`src/rtl/enc_quad_frontend.sv`:
```
// enc_quad_frontend -- quadrature encoder input stage.
//
// Synchronises and glitch-filters ENC_A/ENC_B. Decodes them x4 into a
// two's-complement position count, a step/dir pulse pair and a sticky
// illegal-transition flag.
//
// Optional feature macro: ENC_INDEX_EN
//   When defined, an index channel gets the same sync+filter path. A filtered
//   rising edge latches the position and can zero it.
//
// Parameters
//   FILTER_LEN  cycles a synced input must differ before it is accepted (1..15)
//   POS_BITS    position counter width
//
// Ports
//   wb_clk_i    system clock
//   resetn      synchronous active-low reset
//   enc_a_i     raw channel A (async)
//   enc_b_i     raw channel B (async)
//   invert_i    swap count direction
//   clear_i     strobe: position_o <= 0
//   err_clr_i   strobe: clear err_o
//   idx_i       raw index channel                [ENC_INDEX_EN]
//   idx_zero_i  zero position on index           [ENC_INDEX_EN]
//   idx_pos_o   position latched at index        [ENC_INDEX_EN]
//   idx_seen_o  sticky index seen, clear_i clears [ENC_INDEX_EN]
//   position_o  accumulated position
//   step_o      1-cycle pulse per accepted edge
//   dir_o       direction of last accepted edge (1 = +)
//   err_o       sticky illegal (double-bit) transition
//   filt_a_o    filtered A (debug)
//   filt_b_o    filtered B (debug)

// One channel: 2-FF synchroniser followed by a persistence filter.
module enc_sync_filter #(
  parameter int FILTER_LEN = 4
) (
  input  logic wb_clk_i,
  input  logic resetn,
  input  logic raw_i,
  output logic filt_o
);
  localparam logic [3:0] LAST = 4'(FILTER_LEN - 1);

  logic       s1, s2;
  logic [3:0] cnt;

  always_ff @(posedge wb_clk_i) begin
    if (!resetn) begin
      s1     <= 1'b0;
      s2     <= 1'b0;
      cnt    <= '0;
      filt_o <= 1'b0;
    end else begin
      s1 <= raw_i;
      s2 <= s1;
      // Any agreement restarts the run, so short pulses never get through.
      if (s2 != filt_o) begin
        if (cnt == LAST) begin
          filt_o <= s2;
          cnt    <= '0;
        end else begin
          cnt <= cnt + 4'd1;
        end
      end else begin
        cnt <= '0;
      end
    end
  end
endmodule

module enc_quad_frontend #(
  parameter int FILTER_LEN = 4,
  parameter int POS_BITS   = 32
) (
  input  logic                wb_clk_i,
  input  logic                resetn,
  input  logic                enc_a_i,
  input  logic                enc_b_i,
  input  logic                invert_i,
  input  logic                clear_i,
  input  logic                err_clr_i,
`ifdef ENC_INDEX_EN
  input  logic                idx_i,
  input  logic                idx_zero_i,
  output logic [POS_BITS-1:0] idx_pos_o,
  output logic                idx_seen_o,
`endif
  output logic [POS_BITS-1:0] position_o,
  output logic                step_o,
  output logic                dir_o,
  output logic                err_o,
  output logic                filt_a_o,
  output logic                filt_b_o
);
`ifdef ENC_INDEX_EN
  localparam int NCH = 3;
`else
  localparam int NCH = 2;
`endif
  // Pad-to-filtered latency plus one, so prev is settled before decoding.
  localparam int PRIME_N = FILTER_LEN + 3;

  logic [NCH-1:0] raw, filt;

`ifdef ENC_INDEX_EN
  assign raw = {idx_i, enc_b_i, enc_a_i};
`else
  assign raw = {enc_b_i, enc_a_i};
`endif

  for (genvar c = 0; c < NCH; c++) begin : g_ch
    enc_sync_filter #(.FILTER_LEN(FILTER_LEN)) u_filt (
      .wb_clk_i (wb_clk_i),
      .resetn   (resetn),
      .raw_i    (raw[c]),
      .filt_o   (filt[c])
    );
  end

  assign filt_a_o = filt[0];
  assign filt_b_o = filt[1];

  // Priming: holds off decoding until the filters reflect the real pads.
  logic [4:0] prime_cnt;
  logic       primed;

  always_ff @(posedge wb_clk_i) begin
    if (!resetn) begin
      prime_cnt <= '0;
      primed    <= 1'b0;
    end else if (!primed) begin
      if (prime_cnt == 5'(PRIME_N - 1)) primed <= 1'b1;
      else                              prime_cnt <= prime_cnt + 5'd1;
    end
  end

  // Decoder. Forward order 00->10->11->01->00 (A leads B).
  logic [1:0]          cur, prev;
  logic                fwd, rev, illegal, step, up, zero;
  logic [POS_BITS-1:0] pos_cnt, pos_next;

  assign cur = {filt[0], filt[1]};

  always_comb begin
    fwd = 1'b0;
    rev = 1'b0;
    case ({prev, cur})
      4'b00_10, 4'b10_11, 4'b11_01, 4'b01_00: fwd = 1'b1;
      4'b10_00, 4'b11_10, 4'b01_11, 4'b00_01: rev = 1'b1;
      default: ;
    endcase
  end

  assign illegal = primed && ((prev ^ cur) == 2'b11);
  assign step    = primed && (fwd || rev);
  assign up      = fwd ^ invert_i;
  assign pos_cnt = !step ? position_o
                 : up    ? position_o + POS_BITS'(1)
                         : position_o - POS_BITS'(1);

`ifdef ENC_INDEX_EN
  logic idx_d, idx_rise;
  assign idx_rise = primed && filt[2] && !idx_d;
  assign zero     = idx_rise && idx_zero_i;

  always_ff @(posedge wb_clk_i) begin
    if (!resetn) begin
      idx_d      <= 1'b0;
      idx_pos_o  <= '0;
      idx_seen_o <= 1'b0;
    end else begin
      idx_d <= filt[2];
      if (idx_rise) begin
        idx_pos_o  <= pos_cnt;
        idx_seen_o <= 1'b1;
      end else if (clear_i) begin
        idx_seen_o <= 1'b0;
      end
    end
  end
`else
  assign zero = 1'b0;
`endif

  // clear_i overrides the count but the step pulse still goes out.
  assign pos_next = (clear_i || zero) ? '0 : pos_cnt;

  always_ff @(posedge wb_clk_i) begin
    if (!resetn) begin
      prev       <= 2'b00;
      position_o <= '0;
      step_o     <= 1'b0;
      dir_o      <= 1'b0;
      err_o      <= 1'b0;
    end else begin
      // prev always follows cur; while unprimed this just absorbs idle levels.
      prev       <= cur;
      position_o <= pos_next;
      step_o     <= step;
      if (step) dir_o <= up;
      if (illegal)        err_o <= 1'b1;
      else if (err_clr_i) err_o <= 1'b0;
    end
  end
endmodule

```
`config.mk`:
```
export PLATFORM = sky130hd
export DESIGN_NAME = enc_quad_frontend
export DESIGN_NICKNAME = d
export VERILOG_FILES = /design/src/rtl/enc_quad_frontend.sv
export SDC_FILE = /design/constraint.sdc
export NUM_CORES = 1
export LEC_CHECK = 0
export BUFFER_PORTS_ARGS = -buffer_cell sky130_fd_sc_hd__buf_2
export CAP_MARGIN = 40
export CORE_ASPECT_RATIO = 0.5
export CORE_UTILIZATION = 40
export DETAILED_ROUTE_END_ITERATION = 7
export HOLD_SLACK_MARGIN = 0.03
export MAX_ROUTING_LAYER = met4
export PLACE_DENSITY = 0.6
export SLEW_MARGIN = 20
export SYNTH_ARGS = -nofsm -noshare
export SYNTH_HDL_FRONTEND = slang
export SYNTH_SLANG_ARGS = --single-unit
```
`constraint.sdc`:
```
create_clock -name wb_clk_i -period 4.7 [get_ports wb_clk_i]
set_clock_uncertainty 0.05 [all_clocks]
set_input_delay 0.235 -clock wb_clk_i [delete_from_list [all_inputs] [get_ports wb_clk_i]]
set_output_delay 0.235 -clock wb_clk_i [all_outputs]
set_load 0.03 [all_outputs]
```
-- Word-level counts from Yosys, hierarchy flattened
Cells that the tools add are included.
- register bits after elaboration: 57
- input port bits: 7
- output and inout port bits: 37
- add/subtract/negate cells: 5
- equality and inequality tests: 14
- multiplexer cells: 7
- bitwise logic cells: 7
- reductions and logical operators: 12
- operators by type and width (cell ; count):
    32-bit by 1-bit adder with 32-bit output (second input constant) ; 1
    32-bit two-way mux ; 1
    32-bit by 1-bit subtractor with 32-bit output (second input constant) ; 1
    4-bit equality test (second input constant) ; 4
    4-bit by 2-bit equality test with 1-bit output (second input constant) ; 3
    4-bit by 1-bit adder with 4-bit output (second input constant) ; 2
    4-bit by 3-bit equality test with 1-bit output (second input constant) ; 2
    4-bit OR reduction ; 2
    1-bit two-way mux ; 6
    2-bit AND reduction ; 3
    3-bit OR reduction ; 2
    5-bit by 1-bit adder with 5-bit output (second input constant) ; 1
    5-bit by 3-bit equality test with 1-bit output (second input constant) ; 1
    1-bit inverter ; 5
    4-bit by 1-bit equality test with 1-bit output (second input constant) ; 1
    2-bit equality test (second input constant) ; 1
    1-bit logical AND ; 2
    1-bit inequality test ; 2
    2-bit nonzero test ; 1
    2-bit OR reduction ; 1
    2-bit XOR ; 1
    1-bit logical OR ; 1
    1-bit XOR ; 1

-- Depth between registers and ports, before layout
Gate-level depths: netlist of run 1.
- depth in word-level cells: 5
- mapped depth: 14
- gate-level depth less buffers: 12

-- By module
From an unflattened synthesis of run 1, not the netlist that was laid out.
- cell total of the unflattened synthesis: 453
- area total of the unflattened synthesis: 3584.7 µm²
- by module, submodules not included (module ; instances ; cells each ; area an instance (µm²) ; sequential area each (µm²)):
    enc_quad_frontend ; 1 ; 407 ; 3094.2 ; 860.8
    enc_sync_filter ; 2 ; 23 ; 245.2 ; 140.1

-- Worst setup path after synthesis of run 1
Ideal clock, no wire load.
- path type: flip-flop to flip-flop
- start point: register g_ch[1].u_filt.filt_o
- end point: register position_o[24]
- library setup time: 87 ps
- arrival: 3639 ps
- required time: 4563 ps
- slack: 924 ps
- stages on the path, launching flop included: 15
- buffers on the path: 2
- period minus slack after synthesis: 3776 ps
- path through: dfxtp_1 xor2_1 or3_1 buf_6 nand2_1 clkbuf_1 xnor2_1 ha_1 nand3_1 nor4_1 a21boi_1 o21ai_1 a2111oi_0 o21ai_1 o31ai_1
- longest elaborated chain between the ends: 5
- elaborated cells on any way between the ends: 16
- those cells by class: 8 x eq/ne; 3 x mux; 1 x bitwise; 4 x reduce/logical
- ends and longest elaborated chain (what ; line ; text):
    start: declaration ; 41 ; output logic filt_o
    start signal: assignment ; 53 ; filt_o <= 1'b0;
    start signal: assignment ; 60 ; filt_o <= s2;
    4-bit by 2-bit equality test with 1-bit output (tied with other cells) ; 148 ; case ({prev, cur})
    4-bit OR reduction ; 148 ;
    1-bit two-way mux ; 148 ;
    1-bit XOR / 1-bit logical OR (equally long branches) ; 157, 156 ;
    32-bit two-way mux / 1-bit logical AND (equally long branches) ; 159, 156 ;
    end signal: assignment ; 199 ; position_o <= pos_next;
    end: declaration ; 89 ; output logic [POS_BITS-1:0] position_o,
Several ways; a longest one is shown, not always the timed one.
A chain may end at the register's enable or synchronous reset.

-- Worst setup path after layout of run 1
Same ends and word-level chain as after synthesis.

==> results.md, run 1 <==
* Hold Buf Count CTS at 0
* Tmin final at 3693 ps
* I/O pin cnt at 44
* GRT Util Overall at 0.2362
* CTS Buffer Depth at 2
* Initial core utilization at 0.4140
* Core area at 8768 sq um
* Slowest stage delay, CP at 560 ps
* Reg-to-Reg End: position_o[24]
* Pin count of the biggest net entering global routing at 31
* FP Rows at 24
* CP dominant cell by count: o21ai_1
* DRT Pass-1 Iters at 5
* H-tree Lvls at 3
* Hold path cells at 2
* Critical Path Start Type: flip-flop
* Die area at 9483 sq um
* Fin area at 4182 sq um
* Worst reg2reg path startpoint: g_ch[1].u_filt.filt_o
* Slew HR at 0.4197
* RSZ-0062 raised after global routing: false
* Fmax at 0.2708 GHz
* Post-synthesis cell count at 474
* Least-Margin Pin Slew at 862.4 ps
* CP max-delay cell: a2111oi_0
* Register area share after synthesis at 0.3144
* N_diodes at 0
* DRT antenna net count at 0
* Reg2reg setup slack at 1010 ps
* DR vias at 3597
* Number of DRC markers in iteration 0 at 212
* Fillcell total at 914
* YS warnings at 0
* Max Slew Vio Count at 0
* Synth Register Bits at 57
* Die width at 136.7 um
* Post-Syn Area at 3630 sq um
* DIE HEIGHT at 69.36 um
* Largest area contributor in the netlist: dfxtp_1
* Endpoints failing setup at 0
* Initial antenna violation count at 0
* Static leakage at 1.617 nW
* TritonCTS clock tree: yes
* Residual DRC at 0
* R2r worst-path depth at 13
* VDD IR max at 160.8 uV
* CTS clk-pin slew, worst paths at 60 ps
* Maxcap violations at 0
* WL final at 10140 um
* Input/output buffers at 43
* Synth Flop Type: dfxtp_1
* GP Congestion at 0.9777
* Synth async-reset ratio at 0
* Share of layout cells above drive strength 1 at 0.1591
* Status: finished, final reports clean
* WS Path Type: reg2reg
* CTS Sinks at 57
* Hold_sp: enc_b_i
* Synth Net Count at 486
* Setup Buffers After CTS at 0
* Min-delay worst type: in2reg
* Setup Total Neg Slack at 0 ps
* Final nets at 516
* Fin. Hold Viols at 0
* Fin crit share at 0.7858
* Worst EP required at 4890 ps
* Detailed Place HPWL at 7250 um
* Synth top area cells: dfxtp_1 (31%), nor2_1 (6.1%), xnor2_1 (6.0%)
* Worst Setup End Kind: flip-flop
* Yosys top cell area share at 0.3144
* Synth unique cells at 62
* Number of global-route vias before repair at 3247
* Root buffer cell: clkbuf_16
* First-pass GRT wire length at 16700 um
* Vias per std cell at 5.746
* Cell Area, Placed at 3879 sq um
* CP Max Fanout at 21
* Clk Latency, worst-skew pair at 330 ps
* Arrival time at the worst endpoint at 3890 ps
* Pwr Density at 276.3 nW/um^2
* Hold Crit Endpoint: g_ch[1].u_filt.s1
* Post-DR wirelength/cell at 16.20 um
* # resized after CTS at 0
* Synth Area per Inst at 7.658 sq um
* Total congestion overflow at 0
* CP Cell Sequence: xor2_1 -> or3_1 -> buf_4 -> nand2_1 -> xnor2_1 -> ha_1 -> nand3_1 -> nor4_1 -> a21boi_1 -> o21ai_1 -> a2111oi_0 -> o21ai_1 -> o31ai_1
* Area grow syn2layout at 15.20%
* Number of synthesized flops with an enable pin at 0
* Inserted Clock Buffers at 9
## sequential cells by signal (all words and copies together) (netlist names)
register and count:
step_o 1, position_o 32, g_ch.u_filt.filt_o 2, prev 2
err_o 1, dir_o 1, prime_cnt 5, g_ch.u_filt.cnt 8
g_ch.u_filt.s1 2, primed 1, g_ch.u_filt.s2 2
## report_power, final
group / switching [W] / total, W / leakage (nW) / internal [W]
Sequential: 0.00000498 / 0.000494 / 0.461 / 0.000489
Combinational: 0.0000353 / 0.0000570 / 1.02 / 0.0000217
Clock: 0.000244 / 0.000604 / 0.132 / 0.000360
## how the worst max path moves through the flow
stage	start	cells past startpoint	slack [ps]	to
after floorplan	g_ch[1].u_filt.filt_o	14	920	position_o[24]
after global placement	g_ch[1].u_filt.filt_o	13	1160	position_o[24]
after detailed placement	g_ch[1].u_filt.filt_o	13	1050	position_o[24]
after CTS	g_ch[1].u_filt.filt_o	13	1020	position_o[24]
after global routing	g_ch[1].u_filt.filt_o	13	720	position_o[24]
final	g_ch[1].u_filt.filt_o	13	1010	position_o[24]
## logic make-up after synthesis
family                   after synthesis  share of synthesized area
XOR/XNOR                              34                    0.08204
AO/OA/AOI/OAI                         85                     0.1586
multiplexers                           8                    0.02206
flip-flops                            57                     0.3144
adder cells (fa/ha/maj)                5                    0.01724
AND/OR/NAND/NOR                      246                     0.3550
buffers and inverters                 39                    0.05067
## routing by layer
layer / track usage / wire [um] / part of all wire
met4: 0.07407 / 148 / 0.015
met3: 0.06725 / 803 / 0.079
met2: 0.3316 / 4303 / 0.42
met5: - / 0 / 0
met1: 0.3235 / 4889 / 0.48
## worst max-delay path, delay by kind of cell (launching register included)
kind,cells,cell delay (ps)
simple gates,4,870
fa+ha+maj,1,240
compound gates,5,1180
buf+inv,1,230
flops,1,450
xor+xnor,2,580
## cell usage in the layout (no fill, tap or decap), types with 9 or more instances in the layout
| cell type | netlist | routed |
|---|---|---|
| nor3_1 | 24 | 24 |
| or4_1 | 9 | 9 |
| and2_1 | 11 | 11 |
| nand2_1 | 42 | 42 |
| or3_1 | 9 | 9 |
| buf_2 | 1 | 43 |
| nand3_1 | 22 | 22 |
| dfxtp_1 | 57 | 57 |
| nor2_1 | 59 | 59 |
| a21oi_1 | 23 | 23 |
| xnor2_1 | 25 | 25 |
| o21ai_1 | 9 | 9 |
| xor2_1 | 9 | 9 |
| nand4_1 | 22 | 22 |
| nor4_1 | 12 | 12 |
| clkbuf_16 | 0 | 9 |
## cell usage after synthesis (3+ instances only)
| master | instances |
|---|---|
| or2_2 | 5 |
| or4_1 | 9 |
| a2111oi_0 | 5 |
| nand4_1 | 22 |
| a21oi_1 | 23 |
| inv_1 | 7 |
| and2_1 | 11 |
| clkbuf_1 | 25 |
| or4_4 | 3 |
| nor3_1 | 24 |
| and4_1 | 3 |
| mux2i_1 | 8 |
| nand2_1 | 42 |
| a31oi_1 | 4 |
| nand3_1 | 22 |
| ha_1 | 5 |
| o211ai_1 | 8 |
| or3_1 | 9 |
| nor2_1 | 59 |
| o21ai_0 | 7 |
| dfxtp_1 | 57 |
| nand2b_1 | 4 |
| o21ai_1 | 9 |
| a211o_1 | 3 |
| xor2_1 | 9 |
| a31o_1 | 3 |
| xnor2_1 | 25 |
| nor2b_1 | 4 |
| nor4_1 | 12 |
| o21a_1 | 3 |
| and3_1 | 7 |
## per-stage QoR
stage          hold WS, ps  power [W]    util  std cells  setup WS (ps)
6_report             56.52   0.001156  0.4769        626           1007
5_1_grt              56.17   0.001206  0.4769        626          715.3
4_1_cts              46.20   0.001169  0.4743        624           1020
3_5_place_dp         370.1  0.0005607  0.4424        608           1047
3_3_place_gp         368.8  0.0005590  0.4424        608           1161
2_1_floorplan        312.3  0.0005442       -        474          923.6
## area by class of cell
cell class | count | area (sq um) | area share
multi-input cells | 378 | 2305 | 0.5512
flip-flops and latches | 57 | 1141 | 0.2729
repair buffers | 51 | 282.8 | 0.06762
clock buffers | 9 | 225.2 | 0.05386
well taps | 117 | 146.4 | 0.03501
clock inverters | 7 | 55.05 | 0.01317
inverters | 7 | 26.28 | 0.006284
Power figures use the tool's default switching activity.
==> inputs of run 2 (changes only) <==
--- a/config.mk
+++ b/config.mk
@@ -5,6 +5,7 @@
 export SDC_FILE = /design/constraint.sdc
 export NUM_CORES = 1
 export LEC_CHECK = 0
+export ABC_AREA = 1
 export BUFFER_PORTS_ARGS = -buffer_cell sky130_fd_sc_hd__buf_2
 export CAP_MARGIN = 40
 export CORE_ASPECT_RATIO = 0.5
==> constraint.sdc (replaced) <==
create_clock -name wb_clk_i -period 3.8 [get_ports wb_clk_i]
set_clock_uncertainty 0.05 [all_clocks]
set_input_delay 0.19 -clock wb_clk_i [delete_from_list [all_inputs] [get_ports wb_clk_i]]
set_output_delay 0.19 -clock wb_clk_i [all_outputs]
set_load 0.03 [all_outputs]
==> run 2 against run 1 <==
Against the previous run:
- hold slack worse by 13 ps
- count of clock-buffer cells in the layout is the same
- maximum frequency up 22%
- power is 30% higher
- largest power group unchanged
==> results.md, run 2 <==
* Initial core utilization at 0.4128 (-0.001135)
* Sw Share at 0.2753 (+0.02906)
* Synth unique cells at 33 (-47%)
* Combinational share of power at 0.080 (+0.031)
* GRT Util Overall at 0.2347 (-0.001452)
* Synth Flop Type: dfxtp_1
* Register area share after synthesis at 0.2697 (-0.04463)
* Synth Area per Inst at 6.113 sq um (-20%)
* Share of layout cells above drive strength 1 at 0.1301 (-0.02905)
* Setup Total Neg Slack at 0 ps (unchanged)
* Area grow syn2layout at 14.05%
* Inserted Clock Buffers at 9 (unchanged)
* Total internal power at 0.001086 W (+25%)
* Maxcap violations at 0 (unchanged)
* # resized after CTS at 0 (unchanged)
* Fmax at 0.3308 GHz (+22%)
* Top layer in use: met4
* H-tree Lvls at 3 (unchanged)
* Post-DR wirelength/cell at 13.48 um (-17%)
* CTS Buffer Depth at 2 (unchanged)
* Fin crit share at 0.7954 (+0.009586)
* DRT Pass-1 Iters at 5 (unchanged)
* Min-delay worst type: in2reg
* Tmin final at 3023 ps (-670.8 ps)
* Metal3 WL at 622 um (-23%)
* Synth Register Bits at 57 (unchanged)
* Yosys top cell area share at 0.2697 (-0.04463)
* Multi-input gate area at 2514 sq um (+9.1%)
* Residual DRC at 0 (unchanged)
* Input/output buffers at 43 (unchanged)
* Commonest non-fill, non-tap cell in the layout: nand2_1
* GP Congestion at 0.9398 (-3.9%)
* Final nets at 745 (+44%)
* Static leakage at 2.442 nW (+51%)
* YS warnings at 0 (unchanged)
* DRT antenna net count at 0 (unchanged)
* Endpoints failing setup at 0 (unchanged)
* FP Rows at 26 (+8.3%)
* Pwr Density at 310.5 nW/um^2 (+12%)
* TritonCTS clock tree: yes
* Register area at 1141 sq um (unchanged)
* Critical Path Start Type: flip-flop
* Worst Setup End Kind: flip-flop
* Die width at 147.4 um (+7.8%)
* CTS clk-pin slew, worst paths at 60 ps (about the same)
* CTS Sinks at 57 (unchanged)
* First-pass GRT wire length at 19330 um (+16%)
* WL final at 11840 um (+17%)
* Cell Area, Placed at 4526 sq um (+17%)
* Post-synth top cells: nand2_1 (189), inv_1 (113), nor2_1 (63)
* Core area at 10250 sq um (+17%)
* Max reg flops at 32 (unchanged)
* Max Slew Vio Count at 0 (unchanged)
* Die area at 11020 sq um (+16%)
* Fillcell total at 1147 (+25%)
* I/O pin cnt at 44 (unchanged)
* WS Path Type: reg2reg
* Clock share of power at 0.515 (-0.008)
* Synth Net Count at 704 (+45%)
* Worst EP required at 3990 ps (-900 ps)
* Met2 Wirelength at 5146 um (+20%)
* Root buffer cell: clkbuf_16
* Post-Syn Area at 4230 sq um (+17%)
* Number of DRC markers in iteration 0 at 307 (+45%)
* Reg power frac at 0.406 (-0.022)
* DR vias at 4374 (+22%)
* Total congestion overflow at 0 (unchanged)
* Status: finished, final reports clean
* Number of global-route vias before repair at 3825 (+18%)
* Slew HR at 0.5261 (+0.1063)
* Switching power at 0.0004125 W (+45%)
* DIE HEIGHT at 74.72 um (+7.7%)
* Initial antenna violation count at 0 (unchanged)
* Largest area contributor in the netlist: dfxtp_1
* Post-synthesis cell count at 692 (+46%)
* Number of synthesized flops with an enable pin at 0 (unchanged)
* Largest registers: position_o x32, g_ch.u_filt.cnt x8, prime_cnt x5
* Pin count of the biggest net entering global routing at 43 (+39%)
* Least-Margin Pin Slew at 701.7 ps (-160.7 ps)
* RSZ-0062 raised after global routing: false
* Register ranked first by flip-flop count: position_o
* Detailed Place HPWL at 8849 um (+22%)
* Fin area at 4825 sq um (+15%)
* VDD IR max at 184.4 uV (+15%)
* Fin. Hold Viols at 0 (unchanged)
* CP Max Fanout at 33 (+57%)
* N_diodes at 0 (unchanged)
* Most numerous cell in the Yosys netlist: nand2_1
* Synth async-reset ratio at 0 (unchanged)
* Arrival time at the worst endpoint at 3210 ps (-680 ps)
* Commonest non-fill, non-tap cells in the layout: nand2_1 (189), inv_1 (113), nor2_1 (63)
* Routed metal-1 wirelength at 5943 um (+22%)
* Clk Latency, worst-skew pair at 340 ps (about the same)
* Vias per std cell at 4.982 (-13%)
* Synth top area cells: dfxtp_1 (27%), nand2_1 (17%), inv_1 (10%)
==> run 2: power by group through the flow <==
stage                     logic [W]  clock network [W]  registers, W
after floorplan           0.0000942                  0      0.000620
after global placement     0.000117                  0      0.000621
after detailed placement   0.000117                  0      0.000621
after CTS                  0.000119           0.000789      0.000608
after global routing       0.000136           0.000818      0.000608
final                      0.000119           0.000771      0.000608
==> run 2: layout make-up <==
type                       instances  area share
inverter                         116     0.09025
tap                              140     0.03631
multi-input combinational        499      0.5210
sequential                        57      0.2365
timing repair buffer              50     0.05809
clock inverter                     7     0.01115
clock buffer                       9     0.04668
==> run 2: final timing paths <==
kind	start	endpoint	slack, ps	cells after the start
max	g_ch[1].u_filt.filt_o	position_o[31]	780	17
min	err_clr_i	err_o	40	4
max reg2reg	g_ch[1].u_filt.filt_o	position_o[31]	780	17
min reg2reg	g_ch[0].u_filt.s1	g_ch[0].u_filt.s2	360	2
==> run 2: logic make-up after synthesis <==
kind of cell / synth area share
AND/OR/NAND/NOR: 0.3523
buffers and inverters: 0.1361
AO/OA/AOI/OAI: 0.1718
flip-flops: 0.2697
XOR/XNOR: 0.05531
adder cells (fa/ha/maj): 0.01479
==> run 2: routing by layer <==
| metal | vias up | GRT usage |
|---|---|---|
| li1 | 2299 | - |
| met2 | 103 | 0.3569 |
| met1 | 1960 | 0.3153 |
| met5 | - | - |
| met3 | 12 | 0.05091 |
| met4 | 0 | 0.06300 |
==> run 2: what timing repair did <==
| item | 4_1_cts | 5_1_grt |
|---|---|---|
| hold buffers | 2 | 0 |
| hold endpoints to repair | 2 | 0 |
| setup buffers | 0 | 0 |
==> run 2: metrics by stage <==
stage                     hold WS [ps]  setup WS (ps)  power [W]  instances  utilization
final                            43.55          777.4   0.001498        878       0.4708
after global routing             57.35          478.4   0.001562        878       0.4708
after CTS                        31.40          784.9   0.001516        878       0.4708
after detailed placement         323.4          790.9  0.0007381        860       0.4416
after global placement           320.0          806.2  0.0007375        859       0.4402
after floorplan                  237.6           1391  0.0007145        692            -
==> run 2: critical path, stage by stage (launching register included) <==
cell and delay, ps:
dfxtp_1 500, xnor2_2 170, nand3_1 200, nand2_2 490, buf_4 340, nand2_1 90
nand2_1 120, inv_1 80, nand2_1 120, inv_2 60, nand2_1 110, nor2_1 60
a21oi_1 210, nand2_1 80, nand2_1 60, nand3_1 60, nand2_1 60, inv_1 30
==> inputs of run 3 (changes only) <==
--- a/config.mk
+++ b/config.mk
@@ -5,7 +5,7 @@
 export SDC_FILE = /design/constraint.sdc
 export NUM_CORES = 1
 export LEC_CHECK = 0
-export ABC_AREA = 1
+export ABC_AREA = 0
 export BUFFER_PORTS_ARGS = -buffer_cell sky130_fd_sc_hd__buf_2
 export CAP_MARGIN = 40
 export CORE_ASPECT_RATIO = 0.5
==> constraint.sdc (replaced) <==
create_clock -name wb_clk_i -period 3.08 [get_ports wb_clk_i]
set_clock_uncertainty 0.05 [all_clocks]
set_input_delay 0.154 -clock wb_clk_i [delete_from_list [all_inputs] [get_ports wb_clk_i]]
set_output_delay 0.154 -clock wb_clk_i [all_outputs]
set_load 0.03 [all_outputs]
==> run 3 against run 2 <==
Against the previous run:
- critical path depth decreased by 5
- die area decreased by 14%
- power increased by 30%
- clock power increased by 43%
- sequential power increased by 24%
- global-route usage increased by 0.73 points
- first-iteration DRC count increased by 9.8%
- hold slack improved by 56 ps
- sequential share of layout area increased by 1.6 points
- count of clock-buffer cells in the layout increased by 2
- maximum frequency increased by 1.4%
- largest cell class unchanged
- largest power group unchanged
==> results.md, run 3 (synthesis results as in run 1) <==
* Sw Share at 0.2131 (-0.06225)
* CTS clk-pin slew, worst paths at 50 ps (about the same)
* Initial core utilization at 0.4140 (+0.001135)
* CP Cell Sequence: xor2_4 -> or3_4 -> nand2_4 -> xnor2_2 -> ha_4 -> nand3_2 -> nor4_4 -> a21boi_4 -> o21ai_4 -> o41ai_4 -> a21oi_1 -> a31o_1
* H-tree Lvls at 3 (unchanged)
* Slew HR at 0.3698 (-0.1563)
* Status: finished, final reports clean
* Register ranked first by flip-flop count: position_o
* Die area at 9483 sq um (-14%)
* Pin count of the biggest net entering global routing at 31 (-28%)
* Layout Utilization at 0.5193 (+0.04845)
* I/O pin cnt at 44 (unchanged)
* Commonest non-fill, non-tap cells in the layout: nor2_1 (59), dfxtp_1 (55), buf_2 (43)
* Slowest stage delay, CP at 420 ps (-80 ps)
* Static leakage at 1.809 nW (-26%)
* Residual DRC at 0 (unchanged)
* Final nets at 540 (-28%)
* Top delay family on crit path: compound AO/OA/AOI/OAI gates
* Min-delay worst type: in2reg
* Inserted Clock Buffers at 9 (unchanged)
* Clk Latency, worst-skew pair at 330 ps (about the same)
* Worst Setup End Kind: flip-flop
* Number of global-route vias before repair at 3455 (-9.7%)
* WL final at 10590 um (-11%)
* Core area at 8768 sq um (-14%)
* Number of DRC markers in iteration 0 at 337 (+9.8%)
* Fin. Hold Viols at 0 (unchanged)
* Cell Area, Placed at 4108 sq um (-9.2%)
* Fin crit share at 0.9678 (+0.1724)
* Largest registers: position_o x32, g_ch.u_filt.cnt x8, prime_cnt x5
* CP Max Fanout at 7 (-79%)
* Commonest non-fill, non-tap cell in the layout: nor2_1
* Fillcell total at 865 (-25%)
* Detailed Place HPWL at 7516 um (-15%)
* Register area at 1149 sq um (+0.66%)
* Total congestion overflow at 0 (unchanged)
* CP max-delay cell: or3_4
* Critical Path Start Type: flip-flop
* Arrival time at the worst endpoint at 3160 ps (-50 ps)
* Input/output buffers at 43 (unchanged)
* Routed metal-1 wirelength at 4903 um (-17%)
* GP Congestion at 0.9043 (-3.8%)
* DIE HEIGHT at 69.36 um (-7.2%)
* Clock share of power at 0.565 (+0.050)
* Endpoints failing setup at 0 (unchanged)
* Reg power frac at 0.387 (-0.019)
* Met2 Wirelength at 4693 um (-8.8%)
* Max Slew Vio Count at 0 (unchanged)
* Total internal power at 0.001531 W (+41%)
* Share of layout cells above drive strength 1 at 0.2233 (+0.09318)
* Area grow syn2layout at 25.44%
* Fin area at 4553 sq um (-5.6%)
* Hold path cells at 4 (unchanged)
* N_diodes at 0 (unchanged)
* Combinational share of power at 0.049 (-0.031)
* Max reg flops at 32 (unchanged)
* Switching power at 0.0004144 W (+0.47%)
* Setup Total Neg Slack at 0 ps (unchanged)
* Top layer in use: met4
* R2r worst-path depth at 12 (-5)
* Least-Margin Pin Slew at 936.7 ps (+234.9 ps)
* Initial antenna violation count at 0 (unchanged)
* Die width at 136.7 um (-7.3%)
* Maxcap violations at 0 (unchanged)
* DRT Pass-1 Iters at 5 (unchanged)
* Pwr Density at 427.2 nW/um^2 (+38%)
* Worst hold margin at 99.93 ps (+56.38 ps)
* Fmax at 0.3355 GHz (+1.4%)
* Multi-input gate area at 2441 sq um (-2.9%)
* TritonCTS clock tree: yes
* Metal3 WL at 834 um (+34%)
* Tmin final at 2981 ps (-41.78 ps)
* Worst path bufs/invs at 0 (-4)
* Root buffer cell: clkbuf_16
* WS Path Type: reg2reg
* CTS Buffer Depth at 2 (unchanged)
* First-pass GRT wire length at 17260 um (-11%)
* DR vias at 3743 (-14%)
* Post-DR wirelength/cell at 16.29 um (+21%)
* Worst EP required at 3260 ps (-730 ps)
* GRT Util Overall at 0.2420 (+0.007295)
* FP Rows at 24 (-7.7%)
* Vias per std cell at 5.758 (+16%)
* VDD IR max at 343.1 uV (+86%)
* DRT antenna net count at 0 (unchanged)
* Logic depth of the worst path, buffers included at 12 (-5)
* CTS Sinks at 57 (unchanged)
## run 3: metal layers
layer,GRT usage,vias to the layer above
li1,-,1838
met1,0.3281,1726
met2,0.3559,166
met3,0.05409,13
met4,0.07531,0
met5,-,-
## run 3: per-stage QoR
step / power [W] / setup WS, ps / instances
2_1_floorplan: 0.0008327 / -15.97 / 474
3_3_place_gp: 0.0008556 / 163.8 / 627
3_5_place_dp: 0.0008568 / 139.9 / 627
4_1_cts: 0.001964 / 100.2 / 645
5_1_grt: 0.002018 / -18.02 / 650
6_report: 0.001945 / 99.18 / 650
## run 3: path summary, 6_finish.rpt
check                                            from                 to  slack (ps)
worst max-delay path            g_ch[1].u_filt.filt_o     position_o[16]         100
worst min-delay path                        err_clr_i              err_o         100
worst max register to register  g_ch[1].u_filt.filt_o     position_o[16]         100
worst min register to register      g_ch[0].u_filt.s1  g_ch[0].u_filt.s2         380
## run 3: area by class of cell
cell class | count | share of cell area
clock buffer | 11 | 0.05551
clock inverter | 5 | 0.01704
inverter | 7 | 0.005771
multi-input combinational | 378 | 0.5361
sequential | 57 | 0.2523
tap | 117 | 0.03215
timing repair buffer | 75 | 0.1011
## run 3: timing repair
item,in CTS,in global routing
gates resized for setup,0,8
hold buffers,2,0
endpoints found under the hold margin,2,0
endpoints found under the setup margin,0,3
buffers inserted,0,5
## run 3: worst reg2reg max path: stages (launching register included)
cell and delay [ps]:
dfxtp_4 360, xor2_4 210, or3_4 420, nand2_4 100
xnor2_2 120, ha_4 180, nand3_2 110, nor4_4 320
a21boi_4 270, o21ai_4 120, o41ai_4 340, a21oi_1 100
a31o_1 190
## run 3: power groups by stage
stage / Combinational, W / Sequential (W) / Clock (W)
2_1_floorplan: 0.0000664 / 0.000766 / 0
3_3_place_gp: 0.0000880 / 0.000768 / 0
3_5_place_dp: 0.0000890 / 0.000768 / 0
4_1_cts: 0.0000910 / 0.000752 / 0.00112
5_1_grt: 0.000104 / 0.000753 / 0.00116
6_report: 0.0000943 / 0.000752 / 0.00110
